<file path="config.mk">
export PLATFORM = sky130hd
export DESIGN_NAME = acq_sequencer
export DESIGN_NICKNAME = d
export VERILOG_FILES = /design/src/rtl/acq_sequencer.sv
export SDC_FILE = /design/constraint.sdc
export NUM_CORES = 1
export LEC_CHECK = 0
export CORE_ASPECT_RATIO = 0.6
export CORE_MARGIN = 8
export CORE_UTILIZATION = 30
export DETAILED_ROUTE_END_ITERATION = 10
export GPL_TIMING_DRIVEN = 0
export HOLD_SLACK_MARGIN = 0.1
export PLACE_DENSITY = 0.58
export REMOVE_ABC_BUFFERS = 1
export SLEW_MARGIN = 0
export SYNTH_ARGS = -nofsm -noshare
export SYNTH_HDL_FRONTEND = slang
export SYNTH_SLANG_ARGS = --single-unit
</file>
<file path="constraint.sdc">
create_clock -name clk_80mhz -period 6.15 [get_ports clk_80mhz]
set_clock_uncertainty 0.2 [all_clocks]
set_input_delay 1.23 -clock clk_80mhz [delete_from_list [all_inputs] [get_ports clk_80mhz]]
set_output_delay 1.23 -clock clk_80mhz [all_outputs]
set_load 0.01 [all_outputs]
</file>
<file path="src/rtl/acq_sequencer.sv">
// acq_sequencer: sequences one acquisition shot in the 80 MHz domain.
// Fires the EMA pulse, blanks the receiver, captures N_SAMPLES ADC samples into the
// sample buffer and then holds data_ready until the FSMC side acknowledges the frame.
// Also owns the periodic auto-trigger and the sticky overrun / timeout status flags.
//
// Ports:
//   clk_80mhz    system clock from the PLL
//   rst_n        asynchronous active-low reset (from pll_locked)
//   trig_en      enable periodic auto-trigger
//   sw_trig      single-cycle software trigger
//   adc_data     ADC sample
//   adc_valid    sample strobe, one cycle per sample
//   host_ack     single-cycle pulse: FSMC side finished reading the frame
//   overrun_clr  clears overrun and timeout_err
//   pulse_p/n    EMA pulse legs (idle: p=0, n=1)
//   ctrl_sw      receiver protection switch, 1 = blanked
//   buf_we/waddr/wdata  registered sample-buffer write port
//   data_ready   frame complete and valid in buffer
//   busy         shot in progress (PULSE, BLANK or CAPTURE)
//   frame_cnt    completed frames, wraps
//   overrun      sticky: trigger dropped
//   timeout_err  sticky: capture aborted on an adc_valid gap
module acq_sequencer #(
  parameter int unsigned N_SAMPLES      = 10,
  parameter int unsigned ADDR_W         = 4,
  parameter int unsigned PULSE_CYCLES   = 8,
  parameter int unsigned BLANK_CYCLES   = 16,
  parameter int unsigned PERIOD_CYCLES  = 240000000,
  parameter int unsigned TIMEOUT_CYCLES = 4096
) (
  input  logic              clk_80mhz,
  input  logic              rst_n,
  input  logic              trig_en,
  input  logic              sw_trig,
  input  logic [11:0]       adc_data,
  input  logic              adc_valid,
  input  logic              host_ack,
  input  logic              overrun_clr,
  output logic              pulse_p,
  output logic              pulse_n,
  output logic              ctrl_sw,
  output logic              buf_we,
  output logic [ADDR_W-1:0] buf_waddr,
  output logic [11:0]       buf_wdata,
  output logic              data_ready,
  output logic              busy,
  output logic [15:0]       frame_cnt,
  output logic              overrun,
  output logic              timeout_err
);

  localparam int unsigned PhaseMax = (PULSE_CYCLES > BLANK_CYCLES) ? PULSE_CYCLES : BLANK_CYCLES;
  localparam int unsigned PhaseW   = $clog2(PhaseMax + 1);
  localparam int unsigned TmrW     = (PERIOD_CYCLES > 1) ? $clog2(PERIOD_CYCLES) : 1;
  localparam int unsigned GapW     = $clog2(TIMEOUT_CYCLES + 1);

  localparam logic [PhaseW-1:0] PulseLast = PhaseW'(PULSE_CYCLES - 1);
  localparam logic [PhaseW-1:0] BlankLast = PhaseW'(BLANK_CYCLES - 1);
  localparam logic [TmrW-1:0]   TmrLast   = TmrW'(PERIOD_CYCLES - 1);
  localparam logic [GapW-1:0]   GapLast   = GapW'(TIMEOUT_CYCLES - 1);
  localparam logic [ADDR_W-1:0] IdxLast   = ADDR_W'(N_SAMPLES - 1);

  typedef enum logic [2:0] {StIdle, StPulse, StBlank, StCapture, StReady} state_e;

  state_e              state_q, state_d;
  logic [PhaseW-1:0]   phase_q, phase_d;
  logic [TmrW-1:0]     tmr_q, tmr_d;
  logic [GapW-1:0]     gap_q, gap_d;
  logic [ADDR_W-1:0]   idx_q, idx_d;
  logic                we_q, we_d;
  logic [ADDR_W-1:0]   waddr_q, waddr_d;
  logic [11:0]         wdata_q, wdata_d;
  logic [15:0]         frame_cnt_q, frame_cnt_d;
  logic                overrun_q, overrun_d;
  logic                timeout_q, timeout_d;
  logic                tick;
  logic                trigger;

  always_ff @(posedge clk_80mhz or negedge rst_n) begin
    if (!rst_n) begin
      state_q     <= StIdle;
      phase_q     <= '0;
      tmr_q       <= '0;
      gap_q       <= '0;
      idx_q       <= '0;
      we_q        <= 1'b0;
      waddr_q     <= '0;
      wdata_q     <= '0;
      frame_cnt_q <= '0;
      overrun_q   <= 1'b0;
      timeout_q   <= 1'b0;
    end else begin
      state_q     <= state_d;
      phase_q     <= phase_d;
      tmr_q       <= tmr_d;
      gap_q       <= gap_d;
      idx_q       <= idx_d;
      we_q        <= we_d;
      waddr_q     <= waddr_d;
      wdata_q     <= wdata_d;
      frame_cnt_q <= frame_cnt_d;
      overrun_q   <= overrun_d;
      timeout_q   <= timeout_d;
    end
  end

  always_comb begin
    state_d     = state_q;
    phase_d     = phase_q;
    tmr_d       = tmr_q;
    gap_d       = gap_q;
    idx_d       = idx_q;
    we_d        = 1'b0;
    waddr_d     = waddr_q;
    wdata_d     = wdata_q;
    frame_cnt_d = frame_cnt_q;
    overrun_d   = overrun_q;
    timeout_d   = timeout_q;
    tick        = 1'b0;

    // Clear first so that a coincident set event below takes priority.
    if (overrun_clr) begin
      overrun_d = 1'b0;
      timeout_d = 1'b0;
    end

    // Period timer runs in every state; only acceptance of its tick is state dependent.
    if (!trig_en) begin
      tmr_d = '0;
    end else if (tmr_q == TmrLast) begin
      tmr_d = '0;
      tick  = 1'b1;
    end else begin
      tmr_d = tmr_q + TmrW'(1);
    end

    trigger = tick | sw_trig;

    // Any trigger outside IDLE is dropped, including READY with a coincident host_ack.
    if (trigger && (state_q != StIdle)) begin
      overrun_d = 1'b1;
    end

    case (state_q)
      StIdle: begin
        idx_d   = '0;
        phase_d = '0;
        gap_d   = '0;
        if (trigger) begin
          state_d = StPulse;
        end
      end
      StPulse: begin
        if (phase_q == PulseLast) begin
          phase_d = '0;
          state_d = StBlank;
        end else begin
          phase_d = phase_q + PhaseW'(1);
        end
      end
      StBlank: begin
        if (phase_q == BlankLast) begin
          phase_d = '0;
          gap_d   = '0;
          state_d = StCapture;
        end else begin
          phase_d = phase_q + PhaseW'(1);
        end
      end
      StCapture: begin
        if (adc_valid) begin
          we_d    = 1'b1;
          waddr_d = idx_q;
          wdata_d = adc_data;
          idx_d   = idx_q + ADDR_W'(1);
          gap_d   = '0;
          // Registered write and READY land on the same edge, so data_ready
          // rises in the same cycle as the final buffer write.
          if (idx_q == IdxLast) begin
            state_d     = StReady;
            frame_cnt_d = frame_cnt_q + 16'd1;
          end
        end else if (gap_q == GapLast) begin
          state_d   = StIdle;
          timeout_d = 1'b1;
        end else begin
          gap_d = gap_q + GapW'(1);
        end
      end
      StReady: begin
        if (host_ack) begin
          state_d = StIdle;
        end
      end
      default: begin
        state_d = StIdle;
      end
    endcase
  end

  always_comb begin
    pulse_p     = (state_q == StPulse);
    pulse_n     = ~pulse_p;
    ctrl_sw     = (state_q == StPulse) || (state_q == StBlank);
    data_ready  = (state_q == StReady);
    busy        = (state_q == StPulse) || (state_q == StBlank) || (state_q == StCapture);
    buf_we      = we_q;
    buf_waddr   = waddr_q;
    buf_wdata   = wdata_q;
    frame_cnt   = frame_cnt_q;
    overrun     = overrun_q;
    timeout_err = timeout_q;
  end

endmodule

</file>
==> metrics.yaml <==
worst_r2r_endpoint: "state_q[0]"
cp-startpoint: "adc_valid"
synthXorXnorAreaFrac_pct: 6.23
synthAdderAreaFrac_pct: 2.30
hold_path_class: "reg -> reg"
placed_cell_area_mm2: 0.00513
yosysMostFrequentCell: "dfrtp_1"
ant_nets: 0
synth_cell_types: 58
cts.path.max_buffers: 2
synth_common_cells: "dfrtp_1 (88), nand2_1 (71), nor2_1 (31), nand3_1 (24), nand4_1 (22)"
netlist_instances: 454
rsz0062_at_grt: "no"
grt_pass1_vias: 3547
rr_worst_depth: 5
die_y_um: 109
gp_congestion: 0.833
p_int_mw: 1.17
synth_area_mm2: 0.00436
wl_um: 10500
area.growth.synth_to_final_pct: 25.0
ir_drop_mv: 0.114
antenna_found_initial: 0
leakagePower_nw: 2.29
crit_cells: 6
cp_data_required_time_ps: 6170
grt.overflow.total: 0
outcome: "finished, final reports clean"
synth_simple_gate_area_share_pct: 25.9
synth-seq-area-share_pct: 50.5
synth_area_per_cell_um2: 9.60
io_buffers: 58
clock-sinks: 88
tightest_slew_ps: 928
cp_top_family: "buffers and inverters"
avgRoutedWirePerCell_um: 14.9
fmax_ghz: 0.273
seqPwrFrac_pct: 42.2
layout.nets: 532
finalCriticalPeriod_ps: 3660
p_comb_share_pct: 21.6
critPathCapture: "state_q[0]"
crit_path_start_kind: "primary input"
cts-resized-gates: 0
ys_warn_count: 0
synth-edff-count: 0
synth_ff_type: "dfrtp_1"
h-tree-depth: 3
root_buffer: "clkbuf_16"
yosys.area.top_type: "dfrtp_1"
firstDrtPassIters: 4
grtUsageTotal_pct: 11.5
critical_path_buf_inv_count: 2
ys_ff_latch: 88
swShare_pct: 28.2
die_w_um: 172
p_clk_share_pct: 36.2
power_density_mw_per_mm2: 298
dr_total_vias: 3532
cp_max_fo: 28
power.switching_uw: 457
die_area_mm2: 0.0188
maxCapViolations: 0
core_area_mm2: 0.0143
worstSetupPathType: "in -> reg"
synth_top_family_by_area: "simple AND/OR/NAND/NOR gates"
synth_area_leaders: "dfrtp_1 (51%), nand2_1 (6.1%), xnor2_1 (4.0%), nand4_1 (3.2%), nand3_1 (2.8%)"
tritoncts: "yes"
synth_mux_area_share_pct: 0.747
drt_iter0_markers: 284
path_clk_slew_ps: 70
ys_async_sr_fraction_pct: 100
synth_compound_gate_area_share_pct: 10.8
drv_slew: 0
grt_pass1_wl_um: 17400
design_area_mm2: 0.00545
finalSetupTns_ps: 0
netlist.area_leader.share_pct: 50.5
ios: 59
finalSetupViolations: 0
cp-end-kind: "flop"
routed_via_density: 5.00
cp_slowest_cell: "clkinv_1"
min_period_over_period_pct: 59.6
insertion_delay_ps: 330
drive_above_1_share_pct: 5.50
holdWs_ps: 274
cp.arrival_ps: 3680
cts_setup_buffers: 0
regToRegSetupSlack_ps: 3090
path_cells: "clkdlybuf4s50_1 > nand4b_2 > clkinv_1 > and2_0 > a211o_1 > a32o_1"
cpPeakStageDelay_ps: 640
grt_start_max_net_pins: 54
cts_buffers: 9
finalHoldViolCount: 0
remaining_drc_errors: 0
ctsHoldBuffers: 0
reg2reg_from: "state_q[2]"
initial_core_util_pct: 30.4
fp-row-count: 34
dp_hpwl_um: 7480
slew_headroom_pct: 37.6
diodes: 0
cells in the final DEF, fill, tap and decap left out, types with 16 or more instances in the layout:
cell,n
nand3_1,24
inv_1,17
o21ai_0,16
a21oi_1,16
nor2_1,31
clkdlybuf4s50_1,57
dfrtp_1,88
xnor2_1,20
nand2_1,71
nand4_1,22
per-stage QoR:
step / setup slack [ps] / power [mW] / instances / utilization, %
final: 2490 / 1.62 / 707 / 38.0
after global routing: 2190 / 1.71 / 707 / 38.0
after CTS: 2420 / 1.65 / 707 / 38.0
after detailed placement: 2060 / 1.06 / 692 / 35.8
after global placement: 254 / 1.04 / 691 / 35.6
after floorplan: 3160 / 0.852 / 435 / -
power groups by stage:
stage               registers [mW]  clock network (mW)  logic (mW)
detailed placement           0.697                   0       0.358
CTS                          0.686               0.606       0.360
floorplan                    0.707                   0       0.145
global placement             0.694                   0       0.350
global route                 0.694               0.630       0.384
finish                       0.686               0.588       0.350
how the worst min path moves through the flow:
| stage | startpoint | end | cells past startpoint |
|---|---|---|---|
| finish | buf_waddr[2] | buf_waddr[2] | 2 |
| global route | frame_cnt[15] | frame_cnt[15] | 1 |
| CTS | buf_waddr[2] | buf_waddr[2] | 2 |
| detailed placement | buf_waddr[2] | buf_waddr[2] | 2 |
| global placement | frame_cnt[15] | frame_cnt[15] | 1 |
| floorplan | tmr_q[0] | tmr_q[0] | 1 |
state kept, by name (all words and copies together), names as in the netlist:
register     count
overrun          1
tmr_q           28
buf_we           1
gap_q           13
timeout_err      1
state_q          3
phase_q          5
buf_wdata       12
buf_waddr        4
idx_q            4
frame_cnt       16
kinds of logic after synthesis:
| group | after synthesis |
|---|---|
| AO/OA/AOI/OAI | 72 |
| XOR/XNOR | 31 |
| adder cells (fa/ha/maj) | 8 |
| buffers and inverters | 37 |
| flip-flops | 88 |
| multiplexers | 3 |
| AND/OR/NAND/NOR | 215 |
layer usage:
layer / up-vias / GRT usage, % / wire [um]
met2: 90 / 17.8 / 4460
met3: 8 / 3.55 / 737
met4: 0 / 3.52 / 135
li1: 1732 / - / -
met1: 1702 / 15.4 / 5170
met5: - / 0 / 0
worst register-to-register path: cells and delay by family, from the launching register on:
family	cells	cell delay (ps)
flops	1	630
buf+inv	1	650
simple gates	2	920
compound gates	2	550
cell type report:
type | instances | area, um2
multi-input cells | 329 | 2000
well taps | 198 | 248
clock inverters | 6 | 93.8
fillers | 1434 | 8890
flip-flops and latches | 88 | 2200
inverters | 18 | 67.6
clock buffers | 9 | 225
repair buffers | 59 | 606
(Power assumes the default switching activity.)
